`src/rtl/serial_bit_feeder.sv`:
```
// -----------------------------------------------------------------------------
// serial_bit_feeder
//
// Front end of the 1010 Mealy sequence detector. Parallel words arrive over a
// valid/ready handshake and are shifted out one bit per clock on bit_out,
// which drives the detector's data_in. A one-word holding buffer lets a second
// word be accepted while the first is still shifting. The buffered word then
// follows the first with no idle bit between them, so a pattern that spans a
// word boundary still reaches the detector intact.
//
// Parameters
//   WIDTH      bits per word (>= 2)
//   LSB_FIRST  0: MSB leaves first, 1: LSB leaves first
//   IDLE_BIT   level driven on bit_out while no data bit is valid
//
// Ports
//   clk         rising-edge clock
//   rst         asynchronous reset, active-high
//   word_in     parallel word, sampled only on an accepting edge
//   word_valid  word_in is valid
//   word_ready  feeder accepts word_in this cycle (combinational)
//   abort       synchronous flush of the shifter and the buffer
//   bit_out     serial data bit
//   bit_valid   bit_out carries a data bit
//   last_bit    bit_out is the final bit of its word
//   busy        shifter or buffer holds data
// -----------------------------------------------------------------------------
module serial_bit_feeder #(
  parameter int   WIDTH     = 8,
  parameter int   LSB_FIRST = 0,
  parameter logic IDLE_BIT  = 1'b0
) (
  input  logic             clk,
  input  logic             rst,
  input  logic [WIDTH-1:0] word_in,
  input  logic             word_valid,
  output logic             word_ready,
  input  logic             abort,
  output logic             bit_out,
  output logic             bit_valid,
  output logic             last_bit,
  output logic             busy
);

  localparam int CNT_W = (WIDTH > 2) ? $clog2(WIDTH) : 1;
  localparam logic [CNT_W-1:0] CNT_LAST_LOAD = CNT_W'(WIDTH - 1);

  typedef enum logic {
    ST_IDLE,
    ST_SHIFT
  } state_t;

  state_t           state_reg, state_next;
  logic [WIDTH-1:0] shift_reg, shift_next;   // bits still to send, next one at MSB
  logic [WIDTH-1:0] buf_reg, buf_next;       // holding buffer, already in send order
  logic             buf_full_reg, buf_full_next;
  logic [CNT_W-1:0] cnt_reg, cnt_next;       // bits left after the one on bit_out
  logic             bit_out_reg, bit_out_next;
  logic             bit_valid_reg, bit_valid_next;
  logic             last_bit_reg, last_bit_next;
  logic             busy_reg, busy_next;

  // word_in rearranged so that the first bit to send is always the MSB;
  // everything downstream then shifts left regardless of LSB_FIRST.
  logic [WIDTH-1:0] word_ordered;

  generate
    for (genvar gi = 0; gi < WIDTH; gi++) begin : g_order
      if (LSB_FIRST != 0) begin : g_lsb
        assign word_ordered[WIDTH-1-gi] = word_in[gi];
      end else begin : g_msb
        assign word_ordered[gi] = word_in[gi];
      end
    end
  endgenerate

  // A full buffer blocks new words; abort also blocks them so nothing is
  // accepted in the same cycle that is being flushed.
  assign word_ready = ~buf_full_reg & ~abort;

  logic             xfer;
  logic             load_en;
  logic [WIDTH-1:0] load_word;

  assign xfer = word_valid & word_ready;

  // ---------------------------------------------------------------------------
  // Next-state and next-output logic
  // ---------------------------------------------------------------------------
  always_comb begin
    state_next     = state_reg;
    shift_next     = shift_reg;
    buf_next       = buf_reg;
    buf_full_next  = buf_full_reg;
    cnt_next       = cnt_reg;
    bit_out_next   = bit_out_reg;
    bit_valid_next = bit_valid_reg;
    last_bit_next  = last_bit_reg;
    load_en        = 1'b0;
    load_word      = word_ordered;

    if (abort) begin
      // Flush wins over any load or buffer move in this cycle.
      state_next     = ST_IDLE;
      shift_next     = '0;
      buf_next       = '0;
      buf_full_next  = 1'b0;
      cnt_next       = '0;
      bit_out_next   = IDLE_BIT;
      bit_valid_next = 1'b0;
      last_bit_next  = 1'b0;
    end else begin
      unique case (state_reg)
        ST_IDLE: begin
          if (xfer) begin
            load_en   = 1'b1;
            load_word = word_ordered;
          end
        end

        ST_SHIFT: begin
          if (cnt_reg == '0) begin
            // The final bit is on the output. Chain the next word straight
            // behind it. A buffered word has priority, and word_ready is low
            // while the buffer is full, so the two cannot collide.
            if (buf_full_reg) begin
              load_en       = 1'b1;
              load_word     = buf_reg;
              buf_full_next = 1'b0;
            end else if (xfer) begin
              load_en   = 1'b1;
              load_word = word_ordered;
            end else begin
              state_next     = ST_IDLE;
              shift_next     = '0;
              bit_out_next   = IDLE_BIT;
              bit_valid_next = 1'b0;
              last_bit_next  = 1'b0;
            end
          end else begin
            bit_out_next   = shift_reg[WIDTH-1];
            shift_next     = {shift_reg[WIDTH-2:0], 1'b0};
            cnt_next       = cnt_reg - CNT_W'(1);
            bit_valid_next = 1'b1;
            last_bit_next  = (cnt_reg == CNT_W'(1));
            if (xfer) begin
              buf_next      = word_ordered;
              buf_full_next = 1'b1;
            end
          end
        end

        default: begin
          state_next = ST_IDLE;
        end
      endcase

      if (load_en) begin
        // The first bit of the word goes straight onto bit_out. The rest wait
        // in the shifter. WIDTH >= 2, so a freshly loaded word is never on its
        // last bit.
        state_next     = ST_SHIFT;
        bit_out_next   = load_word[WIDTH-1];
        shift_next     = {load_word[WIDTH-2:0], 1'b0};
        cnt_next       = CNT_LAST_LOAD;
        bit_valid_next = 1'b1;
        last_bit_next  = 1'b0;
      end
    end

    busy_next = (state_next == ST_SHIFT) | buf_full_next;
  end

  // ---------------------------------------------------------------------------
  // State and output registers
  // ---------------------------------------------------------------------------
  always_ff @(posedge clk or posedge rst) begin
    if (rst) begin
      state_reg     <= ST_IDLE;
      shift_reg     <= '0;
      buf_reg       <= '0;
      buf_full_reg  <= 1'b0;
      cnt_reg       <= '0;
      bit_out_reg   <= IDLE_BIT;
      bit_valid_reg <= 1'b0;
      last_bit_reg  <= 1'b0;
      busy_reg      <= 1'b0;
    end else begin
      state_reg     <= state_next;
      shift_reg     <= shift_next;
      buf_reg       <= buf_next;
      buf_full_reg  <= buf_full_next;
      cnt_reg       <= cnt_next;
      bit_out_reg   <= bit_out_next;
      bit_valid_reg <= bit_valid_next;
      last_bit_reg  <= last_bit_next;
      busy_reg      <= busy_next;
    end
  end

  assign bit_out   = bit_out_reg;
  assign bit_valid = bit_valid_reg;
  assign last_bit  = last_bit_reg;
  assign busy      = busy_reg;

endmodule

```
`config.mk`:
```
export PLATFORM = sky130hd
export DESIGN_NAME = serial_bit_feeder
export DESIGN_NICKNAME = d
export VERILOG_FILES = /design/src/rtl/serial_bit_feeder.sv
export SDC_FILE = /design/constraint.sdc
export NUM_CORES = 1
export LEC_CHECK = 0
export CAP_MARGIN = 20
export CORE_UTILIZATION = 49
export DETAILED_ROUTE_END_ITERATION = 7
export GPL_ROUTABILITY_DRIVEN = 0
export GPL_TIMING_DRIVEN = 0
export PLACE_DENSITY = 0.75
export SYNTH_ARGS = -nofsm -noshare
export SYNTH_HDL_FRONTEND = slang
export SYNTH_SLANG_ARGS = --single-unit
```
`constraint.sdc`:
```
create_clock -name clk -period 1.68 [get_ports clk]
set_input_delay 0.336 -clock clk [delete_from_list [all_inputs] [get_ports clk]]
set_output_delay 0.336 -clock clk [all_outputs]
set_load 0.03 [all_outputs]
```
* Word level (Yosys, flattened, before mapping) *
Index checks and enable logic that the tools add are counted.

operators by class
  add/sub/neg operators = 1
  equality and inequality tests = 5
  muxes and demuxes = 44
  bitwise logic cells = 6
  reductions and logical operators = 7

operators by type and width
  kind                   number
  $mux W8                12
  $mux W1                26
  $pmux W8 S2            1
  $mux W3                4
  $ne A4 B3 Y1 const B   2
  $reduce_and A3 Y1      2
  $reduce_bool A2 Y1     2
  $eq A3 B1 Y1 const B   1
  $logic_not A3 Y1       1
  $ne A3 B2 Y1 const B   1
  $not A1 Y1             3
  $reduce_bool A3 Y1     1
  $sub A3 B1 Y3 const B  1
  $and A1 B1 Y1          2
  $ne A2 B2 Y1 const B   1
  $pmux W1 S2            1
  $reduce_and A2 Y1      1
  $or A1 B1 Y1           1

word-level totals
  register bits = 25
  bits of input ports = 12
  output and inout bits = 5
  word-level logic and storage cells = 72

* Logic depth before layout (Yosys ltp) *
Gate-level depths: netlist of the first run.

  depth after elaboration = 11
  depth in mapped cells = 7
  depth with buffers taken out = 6

* Least setup slack after synthesis of the first run *
No wires, ideal clock.

  kind = reg2reg
  start = register buf_full_reg
  end = register buf_reg[0]
  library setup time = 125 ps
  arrival time = 1542 ps
  data required time = 1555 ps
  setup slack = 13 ps
  cell stages (with the launch flop) = 5
  path buffers = 1
  clock period less this slack = 1667 ps
  cells stage by stage = dfrtp_1 > buf_6 > nor2_1 > nand3_2 > mux2_2

between the ends
  word-level cells in the longest chain between the ends = 5

ends and longest elaborated chain
  item                                 RTL line  source
  start: declaration                   56        logic buf_full_reg, buf_full_next;
  start signal: assignment             192       buf_full_reg <= buf_full_next;
  $not A1 Y1                           79        assign word_ready = ~buf_full_reg & ~abort;
  $and A1 B1 Y1                        79
  named net word_ready                 37        output logic word_ready,
  $and A1 B1 Y1                        85        assign xfer = word_valid & word_ready;
  $reduce_bool A2 Y1 (no source line)  n/a
  $reduce_and A3 Y1 (no source line)   n/a
  end signal: assignment               191       buf_reg <= buf_next;
  end: declaration                     55        logic [WIDTH-1:0] buf_reg, buf_next;

The timed path passes the listed nets, and every way through them passes these cells.
A chain may end at the register's enable or synchronous reset.

* Worst setup path in the final report of the first run *
  start = input abort
  end = output word_ready

between the ends
  word-level cells in the longest chain between the ends = 2

ends and longest elaborated chain
  item                RTL line  source
  start: declaration  38        input logic abort,
  $not A1 Y1          79
  $and A1 B1 Y1       79
  end: declaration    37

Every way passes these cells.

==> run metrics, run 1 <==
DR pass1 iterations 4; Num Clock Sinks 24; n_diodes 0; commonest cells after routing, fill and taps aside dfrtp_1, nand2_1, clkdlybuf4s50_1, nor2b_1, mux2_2; WS Path Type input pin to output port; Final min period 1630 ps; mean post-synth cell area 10.8 um^2; Reg area 601 um^2; GRT Overall Usage 21.0%; Inst Count DP 168; clk slew on worst S/H paths 130 ps; EDFF count, synth 0; gr ovfl total 0; fin crit share 97.3%; Yosys reg bits 24; final setup skew 3.33 ps; Worst EP required 1340 ps; Synth warnings 0; PortBufs 16; Cell variety after synth 34; Fin. Hold Viols 0; vias in the first global route 925; Syn Std Cell Area 1320 um^2; top cell type's share of synthesized area 45.5%; nets@finish 160; clk_lat worst skew 320 ps; I/O pins 17; Slew headroom 76.3%; Mapped Cells 122; DIE WIDTH 53.9 um; Setup crit start kind input pin; Vias/cell 5.67; asr flop ratio synth 100%; CTS tree built; CTS buffer count 3; DRT Wirelength 2650 um; # DRC 0; Post-Layout Cell Count 174; initial antenna violation count 0; drt wl/cell 15.2 um; largest net degree at the start of global routing 25; Cell Pwr Density 826 nW/um^2; Fillers 222; DP HPWL 1880 um; max reg flops 8; Multi-input gate area 676 um^2; drt first-iter violations 10; Leakage 0.818 nW; main area contributors after synthesis dfrtp_1, mux2_2, a32o_1; status complete, no violations; syn nets 137; max cap viols 0; cell taking the most area after synthesis dfrtp_1; fmax 612 MHz; worst slew pin tran 354 ps; Clock Root Buffer clkbuf_4; RSZ-0062 raised after global routing yes; clock buffer depth 2; Initial Util 52.4%; Hold Buf Count CTS 0; endpoint class of the critical path output port; Final setup viols 0; most common cell after layout, fill and taps aside dfrtp_1; Crit Path Max Fanout 10; Std-Cell Rows 18; maximum vdd drop 673 uV; die area 2910 um^2; vias 987; Top FF cell, synth dfrtp_1; hold crit path type input pin to async pin; Die Ht 53.9 um; Seq/Total Area, Yosys 45.5%; Max Slew Vio Count 0; antenna violation net count after detailed routing 0; first-pass GRT wire length 4260 um; Tot Pwr 0.00134 W; H-tree levels 1; Core Area 2520 um^2; share of layout cells above drive strength 1 24.3%; area grow syn2layout 22.7%; worst path arrival time 1300 ps
## layout make-up
type,instances,area share [%]
Clock buffer,4,2.24
Tap cell,30,2.31
Multi-Input combinational cell,84,41.7
Timing Repair Buffer,18,11.8
Buffer,7,3.32
Inverter,7,1.62
Sequential cell,24,37.0
## layer usage
metal | part of all wire, % | global-route usage [%] | vias to the layer above
met2 | 48 | 31.1 | 16
li1 | - | - | 483
met1 | 48 | 30.6 | 482
met4 | 1.8 | 9.21 | 0
met5 | 0 | 0 | -
met3 | 2.5 | 2.54 | 6
## power by group
group | internal [W] | switching, W
Sequential | 0.000626 | 0.0000354
Clock | 0.000133 | 0.000181
Combinational | 0.000177 | 0.000187
## worst paths after layout
check / from / to / slack, ps / depth (start not counted)
max: abort / word_ready / 50 / 4
min reg2reg: bit_valid / bit_valid / 490 / 1
max reg2reg: cnt_reg[1] / buf_reg[1] / 70 / 6
min in group clk: bit_valid / bit_valid / 490 / 1
min: rst / buf_reg[5] / 180 / 2
max in group asynchronous: rst / cnt_reg[2] / 1160 / 3
## timing repair
item | in CTS | in global routing
setup endpoints to repair | 21 | 20
setup buffers | 1 | 0
cloned | 0 | 0
pin swaps | 0 | 0
resized for setup | 10 | 12
## cells in the mapped netlist (3+ instances only)
cell type	count
a32o_1	7
nor2_1	8
o21ai_0	3
a21o_1	5
nor2b_1	8
buf_6	3
inv_1	7
mux2i_1	7
ha_1	3
mux2_2	8
dfrtp_1	24
nand2_1	11
## kinds of logic (layout without fill, tap and decap cells)
family / Yosys count / count (layout) / synth area share (%)
simple gates: 39 / 39 / 16.0
flops: 24 / 24 / 45.5
fa+ha+maj: 3 / 3 / 2.84
compound gates: 26 / 26 / 16.5
buf+inv: 14 / 36 / 5.97
mux: 16 / 16 / 13.3
## critical path, stage by stage
cell	delay (ps)
clkdlybuf4s50_1	420
buf_2	200
nor2_2	160
buf_4	180
## per-stage QoR
stage	worst slack (ps)	util (%)	hold slack, ps	instance area [um^2]	setup TNS [ps]
floorplan	13.2	-	351	1320	0
global placement	-506	60.2	461	1520	-3800
detailed placement	-485	60.2	468	1520	-4220
CTS	-7.92	61.8	495	1560	-9.97
global route	-13.2	64.3	193	1620	-59.5
finish	45.8	64.3	179	1620	0
Note: power is estimated with default switching activity, not from simulation.
==> run 2: changes to the inputs <==
--- a/config.mk
+++ b/config.mk
@@ -7,6 +7,7 @@
 export LEC_CHECK = 0
 export CAP_MARGIN = 20
 export CORE_UTILIZATION = 49
+export CTS_CLUSTER_SIZE = 24
 export DETAILED_ROUTE_END_ITERATION = 7
 export GPL_ROUTABILITY_DRIVEN = 0
 export GPL_TIMING_DRIVEN = 0
==> results of run 2 <==
Same layout as run 1: the final DEF is identical, and so are final timing and power.
